`src/rtl/byte_deser_if.sv`:
```
// Byte-in / word-out handshake bundle for the byte deserializer.
interface byte_deser_if #(
  parameter int DATA_W = 256,
  parameter int CNT_W  = 5
);
  logic [7:0]        in;
  logic              in_valid;
  logic              in_last;
  logic              in_ready;
  logic [DATA_W-1:0] dout;
  logic [CNT_W-1:0]  dout_bytecount;
  logic              dout_valid;
  logic              out_ready;
  logic              timeout_flag;

  modport master (
    output in, in_valid, in_last, out_ready,
    input  in_ready, dout, dout_bytecount,
    input  dout_valid, timeout_flag
  );

  modport slave (
    input  in, in_valid, in_last, out_ready,
    output in_ready, dout, dout_bytecount,
    output dout_valid, timeout_flag
  );
endinterface

```
`src/rtl/byte_deser.sv`:
```
// Byte deserializer: packs a valid/ready byte stream into wide words,
// emitting on in_last, on a full word, or after an idle timeout.
module byte_deser #(
  parameter int DATA_W       = 256,
  parameter int MAX_BYTES    = 32,
  parameter int CNT_W        = 5,
  parameter int IDLE_TIMEOUT = 64
) (
  input  logic         clk,
  input  logic         reset,
  byte_deser_if.slave  bus
);

  localparam int IW = $clog2(MAX_BYTES + 1);
  localparam int TW = (IDLE_TIMEOUT > 1) ? $clog2(IDLE_TIMEOUT) : 1;
  localparam logic [IW-1:0] IDX_LAST = IW'(MAX_BYTES - 1);
  localparam logic [TW-1:0] TO_LAST =
    TW'((IDLE_TIMEOUT > 0) ? IDLE_TIMEOUT - 1 : 0);

  typedef enum logic {COLLECT, HOLD} state_e;

  state_e            state_q, state_d;
  logic [DATA_W-1:0] dout_q, dout_d;
  logic [IW-1:0]     idx_q, idx_d;
  logic [CNT_W-1:0]  cnt_q, cnt_d;
  logic              to_q, to_d;
  logic [TW-1:0]     idle_q, idle_d;
  logic              accept;
  logic              full;
  logic              expire;
  logic              idle_run;

  assign bus.in_ready       = (state_q == COLLECT);
  assign bus.dout           = dout_q;
  assign bus.dout_bytecount = cnt_q;
  assign bus.dout_valid     = (state_q == HOLD);
  assign bus.timeout_flag   = to_q;

  assign accept   = bus.in_valid && bus.in_ready;
  assign full     = (idx_q == IDX_LAST);
  assign idle_run = (IDLE_TIMEOUT != 0) && (idx_q != '0);
  // Acceptance wins over a timeout landing in the same cycle.
  assign expire   = !accept && idle_run && (idle_q == TO_LAST);

  always_comb begin
    state_d = state_q;
    dout_d  = dout_q;
    idx_d   = idx_q;
    cnt_d   = cnt_q;
    to_d    = to_q;
    idle_d  = idle_q;
    unique case (state_q)
      COLLECT: begin
        unique case (1'b1)
          accept: begin
            for (int i = 0; i < MAX_BYTES; i++) begin
              if (idx_q == IW'(i)) begin
                dout_d[8*i +: 8] = bus.in;
              end
            end
            idx_d  = idx_q + 1'b1;
            idle_d = '0;
            if (bus.in_last || full) begin
              state_d = HOLD;
              cnt_d   = idx_q[CNT_W-1:0];
              to_d    = 1'b0;
            end
          end
          expire: begin
            state_d = HOLD;
            cnt_d   = CNT_W'(idx_q - 1'b1);
            to_d    = 1'b1;
          end
          default: begin
            if (idle_run && idle_q != TO_LAST) begin
              idle_d = idle_q + 1'b1;
            end
          end
        endcase
      end
      HOLD: begin
        if (bus.out_ready) begin
          state_d = COLLECT;
          dout_d  = '0;
          idx_d   = '0;
          idle_d  = '0;
        end
      end
    endcase
  end

  always_ff @(posedge clk or posedge reset) begin
    if (reset) begin
      state_q <= COLLECT;
      dout_q  <= '0;
      idx_q   <= '0;
      cnt_q   <= '0;
      to_q    <= 1'b0;
      idle_q  <= '0;
    end else begin
      state_q <= state_d;
      dout_q  <= dout_d;
      idx_q   <= idx_d;
      cnt_q   <= cnt_d;
      to_q    <= to_d;
      idle_q  <= idle_d;
    end
  end

endmodule

```
`src/flat_wrapper.sv`:
```
// flat-port wrapper written by rule: the top's interface ports become plain ports
module byte_deser_flat 
#(
  parameter int DATA_W       = 256,
  parameter int MAX_BYTES    = 32,
  parameter int CNT_W        = 5,
  parameter int IDLE_TIMEOUT = 64
)
  (clk, reset, bus_in, bus_in_valid, bus_in_last, bus_out_ready, bus_in_ready, bus_dout, bus_dout_bytecount, bus_dout_valid, bus_timeout_flag);
  byte_deser_if #(.DATA_W(DATA_W), .CNT_W(CNT_W)) bus_i ();
  input  logic clk;
  input  logic reset;
  input wire logic [$bits(bus_i.in)-1:0] bus_in;
  input wire logic [$bits(bus_i.in_valid)-1:0] bus_in_valid;
  input wire logic [$bits(bus_i.in_last)-1:0] bus_in_last;
  input wire logic [$bits(bus_i.out_ready)-1:0] bus_out_ready;
  output wire logic [$bits(bus_i.in_ready)-1:0] bus_in_ready;
  output wire logic [$bits(bus_i.dout)-1:0] bus_dout;
  output wire logic [$bits(bus_i.dout_bytecount)-1:0] bus_dout_bytecount;
  output wire logic [$bits(bus_i.dout_valid)-1:0] bus_dout_valid;
  output wire logic [$bits(bus_i.timeout_flag)-1:0] bus_timeout_flag;
  assign bus_i.in = bus_in;
  assign bus_i.in_valid = bus_in_valid;
  assign bus_i.in_last = bus_in_last;
  assign bus_i.out_ready = bus_out_ready;
  assign bus_in_ready = bus_i.in_ready;
  assign bus_dout = bus_i.dout;
  assign bus_dout_bytecount = bus_i.dout_bytecount;
  assign bus_dout_valid = bus_i.dout_valid;
  assign bus_timeout_flag = bus_i.timeout_flag;
  byte_deser #(.DATA_W(DATA_W), .MAX_BYTES(MAX_BYTES), .CNT_W(CNT_W), .IDLE_TIMEOUT(IDLE_TIMEOUT)) u_core (.clk(clk), .reset(reset), .bus(bus_i));
endmodule
```
`config.mk`:
```
export PLATFORM = sky130hd
export DESIGN_NAME = byte_deser_flat
export DESIGN_NICKNAME = d
export VERILOG_FILES = /design/src/rtl/byte_deser_if.sv /design/src/rtl/byte_deser.sv /design/src/flat_wrapper.sv
export SDC_FILE = /design/constraint.sdc
export NUM_CORES = 1
export LEC_CHECK = 0
export ABC_AREA = 1
export CAP_MARGIN = 40
export CORE_MARGIN = 2
export CORE_UTILIZATION = 49
export CTS_CLUSTER_SIZE = 25
export DETAILED_ROUTE_END_ITERATION = 8
export PLACE_DENSITY_LB_ADDON = 0.25
export REMOVE_ABC_BUFFERS = 1
export SETUP_SLACK_MARGIN = 0.5
export SLEW_MARGIN = 20
export SYNTH_ARGS = -nofsm -noshare
export SYNTH_HDL_FRONTEND = slang
export SYNTH_SLANG_ARGS = --single-unit
```
`constraint.sdc`:
```
create_clock -name clk -period 12.5 [get_ports clk]
set_input_delay 3.125 -clock clk [delete_from_list [all_inputs] [get_ports clk]]
set_output_delay 3.125 -clock clk [all_outputs]
set_load 0.02 [all_outputs]
```
Word level (Yosys, flattened, before mapping)
Cells that the tools add are included.
{ "classes": {"add_sub_neg": 3, "n_mul": 0, "div": 0, "n_lt_le_gt_ge": 0, "eq_ne": 70, "n_shift": 0, "mux": 49, "bitwise_logic": 1, "n_reduce_logical": 44} }
{ "ops": {"columns": ["operator", "n"], "rows": [
  ["$mux W256", 2],
  ["$pmux W256 S2", 1],
  ["$mux W8", 32],
  ["$reduce_and A3 Y1", 34],
  ["$eq A6 B5 Y1 const B", 16],
  ["$ne A2 B2 Y1 const B", 36],
  ["$eq A6 B4 Y1 const B", 8],
  ["$pmux W6 S2", 3],
  ["$eq A6 B3 Y1 const B", 4],
  ["$mux W6", 3],
  ["$add A6 B1 Y6 const B", 2],
  ["$eq A6 B2 Y1 const B", 2],
  ["$pmux W5 S2", 1],
  ["$eq A6 B1 Y1 const B", 1],
  ["$eq A6 B6 Y1 const B", 1],
  ["$logic_not A6 Y1", 1],
  ["$ne A6 B6 Y1 const B", 1],
  ["$pmux W1 S2", 3],
  ["$reduce_bool A6 Y1", 1],
  ["$mux W5", 1],
  ["$sub A5 B1 Y5 const B", 1],
  ["$logic_and A1 B1 Y1", 4],
  ["$mux W1", 3],
  ["$ne A3 B3 Y1 const B", 1],
  ["5 further kinds", 5]
]} }
{ "word_totals": {"reg_bits": 275, "latchBits": 0, "mem_bits_rw": 0, "mem_bits_ro": 0, "output_inout_bits": 264, "elab_cells": 204, "mem_count": 0} }

Longest topological paths before layout
{ "logic_depth": {"word_depth": 7, "depth_mapped": 9} }

Worst setup path after synthesis
OpenSTA, ideal clock, no wires.
{ "synth_path": {"path_type": "input -> register", "from": "input bus_out_ready", "to": "register u_core.dout_q[87], in the netlist u_core.bus.dout[87]", "setup_ps": 133, "arrival_ps": 4004, "path_slack_ps": 8363, "cell_stages": 6, "path_buffers": 2, "cell_sequence": "nand2_2 > inv_2 > buf_6 > a21oi_2 > buf_2 > o21ai_0"} }
{ "synth_via": {"elab_chain_len": 2} }
{ "synth_lines": {"columns": ["item", "line_no", "text"], "rows": [
  ["from (decl)", "flat_wrapper.sv:16", "input wire logic [$bits(bus_i.out_ready)-1:0] bus_out_ready;"],
  ["$ne A2 B2 Y1 (no line)", null, null],
  ["$reduce_and A3 Y1 (no line)", null, null],
  ["to (signal assigned)", "byte_deser.sv:102", "dout_q <= dout_d;"],
  ["to (decl)", "byte_deser.sv:23", "logic [DATA_W-1:0] dout_q, dout_d;"]
]} }
Every way passes these cells.
A chain may end at the register's enable or synchronous reset.

Worst setup path after layout
{ "layout_path": {"from": "register u_core.state_q, in the netlist u_core.bus.dout_valid", "to": "output bus_in_ready"} }
{ "layout_via": {"elab_chain_len": 1} }
{ "layout_lines": {"columns": ["item", "line_no", "text"], "rows": [
  ["from (decl)", "byte_deser.sv:22", "state_e state_q, state_d;"],
  ["from (signal assigned)", "byte_deser.sv:101", "state_q <= state_d;"],
  ["$not A1 Y1 (no line)", null, null],
  ["to (decl)", "flat_wrapper.sv:17", "output wire logic [$bits(bus_i.in_ready)-1:0] bus_in_ready;"]
]} }
Every way passes these cells.

==> results.json <==
{
  "cts_resized": 0,
  "use_met1_pct": 34.8,
  "synth_flop_cell": "dfrtp_1",
  "synth.avg_cell_area_sq_um": 10.1,
  "hold_viol_final": 0,
  "cts_setup_buffers": 0,
  "netlist_top_cells_count": "nand2_1, dfrtp_1, o21ai_0, o21ai_1, nand3_1",
  "chipWidth_um": 153,
  "placement_rows": 54,
  "hold_path_end": "u_core.bus.dout[114]",
  "viasPerCell": 5.25,
  "worst_pin_slew_ns": 0.752,
  "powerDensity_nw_per_um2": 230,
  "rsz0062_at_grt": "no",
  "start_util_pct": 49.9,
  "area_delta_synth_final_pct": 36.1,
  "worstRegToRegCells": 6,
  "cp.arrival_ns": 2.02,
  "cp-end-kind": "output port",
  "yosysMostFrequentCell": "nand2_1",
  "period_minus_slack_ns": 5.14,
  "cts_sinks": 275,
  "r2r_end": "u_core.bus.dout[133]",
  "synth_top_area_cell": "dfrtp_1",
  "root_buffer": "clkbuf_16",
  "antenna_found_initial": 0,
  "cp-start-kind": "flip-flop",
  "fp.dieH_um": 153,
  "synth_cells": 1082,
  "clock_skew_ns": 0.00943,
  "p_total_mw": 3.41,
  "grt_util_met2_pct": 39.3,
  "power.leakage_nw": 6.69,
  "ys_seq_area_share_pct": 63.2,
  "holdBufCountCts": 0,
  "reg2reg_slack_ns": 9.88,
  "io_pins": 277,
  "required_ns": 9.38,
  "synth_edf_count": 0,
  "synth_seq_cells": 275,
  "clk_latency_ns": 0.53,
  "hold_depth": 2,
  "grt_usage_pct": 24.8,
  "die-area_sq_um": 23400,
  "vias": 8593,
  "min_path_type": "reg -> reg",
  "slew_headroom_pct": 49.8,
  "min_from": "u_core.bus.dout[114]",
  "grt_pass1_vias": 8252,
  "crit_fanout": 15,
  "n_antenna_cell": 0,
  "gp_congestion": 0.798,
  "path_class": "reg -> out",
  "clock_path_buffers": 3,
  "core_sq_um": 21800,
  "setup_tns_ns": 0,
  "nNetsFinal": 1355,
  "drc": 0,
  "worst_ir_drop_vdd_mv": 0.109,
  "drtPass1Iterations": 5,
  "synth_cell_types": 34,
  "ctsHtreeMaxLevel": 1,
  "maxCapViolations": 0,
  "cts_tree": "done",
  "reg2reg_from": "u_core.bus.dout_valid",
  "maxSlewViolCount": 0,
  "cts_buffers": 28,
  "grt_pass1_wl_mm": 46.8,
  "routed_wl_mm": 29.2,
  "postRouteAntennaNets": 0,
  "met3_usage_pct": 6.89,
  "run_status": "finished, final reports clean",
  "clkTransAtPathRegs_ns": 0.06,
  "syn_area_sq_um": 10900,
  "setup_viol": 0,
  "synth_top_cells_by_area": "dfrtp_1, nand2_1, o21ai_0, o21ai_1, nand3_1",
  "fmax_mhz": 194,
  "initialDrtViolationCount": 445,
  "grt_overflow": 0,
  "numPortBuffers": 276,
  "synthArstFlopShare_pct": 100,
  "drive_gt1_share_pct": 7.89,
  "fin_crit_sh_pct": 41.2,
  "top_usage_layer": "met2",
  "grt_max_degree": 82,
  "ys_warn_count": 0,
  "hpwl_mm": 19.3,
  "drt-wirelength-per-cell_um": 17.9,
  "netlist.area_leader.share_pct": 63.2
}
## cell families (layout without fill, tap and decap cells)
kind of cell | after synthesis | count (layout) | share of synthesized area, %
DFF | 275 | 275 | 63.2
AOI/OAI and AO/OA | 295 | 295 | 15.7
xor gates and xnor gates | 5 | 5 | 0.402
adders and majority gates | 6 | 6 | 0.689
and+or+nand+nor | 380 | 380 | 14.8
buffers and inverters | 121 | 395 | 5.23
## report_power, final
part	internal (mW)	switching [mW]
Clock	0.535	0.342
Sequential	1.14	0.165
Combinational	0.541	0.692
## layer usage
| metal | wire (um) | part of all wire (%) |
|---|---|---|
| met1 | 12700 | 43 |
| met2 | 13500 | 46 |
| met3 | 2440 | 8.4 |
| met4 | 513 | 1.8 |
| met5 | 0 | 0 |
## layout by cell type, fill, tap and decap left out, types with 5 or more instances in the layout
cell type	synthesis	layout
inv_1	49	48
ha_1	6	6
clkdlybuf4s50_1	0	276
nand3_1	60	60
inv_2	5	5
clkbuf_16	0	29
a21oi_4	15	15
nor2_1	21	21
dfrtp_1	275	275
clkbuf_8	0	5
o21ai_1	64	64
a21oi_2	5	5
buf_4	2	11
xor2_1	5	5
nand2_1	280	280
o21ai_0	201	201
## registers in the layout (all words and copies together) (netlist names)
register and flops:
u_core.bus.dout 256, u_core.idle_q 6, u_core.idx_q 6, u_core.bus.dout_bytecount 5, u_core.bus.dout_valid 1, u_core.bus.timeout_flag 1
## final cells by class
type                            instances  area, sq um
Clock buffer                           38          810
Clock inverter                         12          171
Fill cell                            1675         7010
Inverter                               54          210
Multi-Input combinational cell        686         3440
Sequential cell                       275         6880
Tap cell                              280          350
Timing Repair Buffer                  291         2960
## worst max path at each step
stage                          start                    to  slack (ns)  cells past startpoint
4_1_cts        u_core.bus.dout_valid          bus_in_ready        7.31                      2
5_1_grt        u_core.bus.dout_valid          bus_in_ready        7.26                      2
2_1_floorplan                  reset    u_core.bus.dout[0]        1.79                      1
6_report       u_core.bus.dout_valid          bus_in_ready        7.36                      2
3_3_place_gp                   reset  u_core.bus.dout[170]        6.34                      4
3_5_place_dp           bus_out_ready  u_core.bus.dout[133]        7.00                      7
## critical path: stages, from the launching register on
cell and delay (ns):
dfrtp_1 0.69, inv_2 0.22, clkdlybuf4s50_1 0.59
## per-stage QoR
step | hold WS, ns | instance area (sq um) | worst slack, ns | util, % | cells
after floorplan | 0.474 | 10500 | 1.79 | - | 1015
after global placement | 0.465 | 13700 | 6.34 | 62.9 | 1582
after detailed placement | 0.472 | 13800 | 7.00 | 63.3 | 1585
after CTS | 0.487 | 14800 | 7.31 | 67.8 | 1635
after global routing | 0.502 | 14800 | 7.26 | 67.9 | 1636
final | 0.482 | 14800 | 7.36 | 67.9 | 1636
No activity file was read; power rests on OpenSTA's default activity.
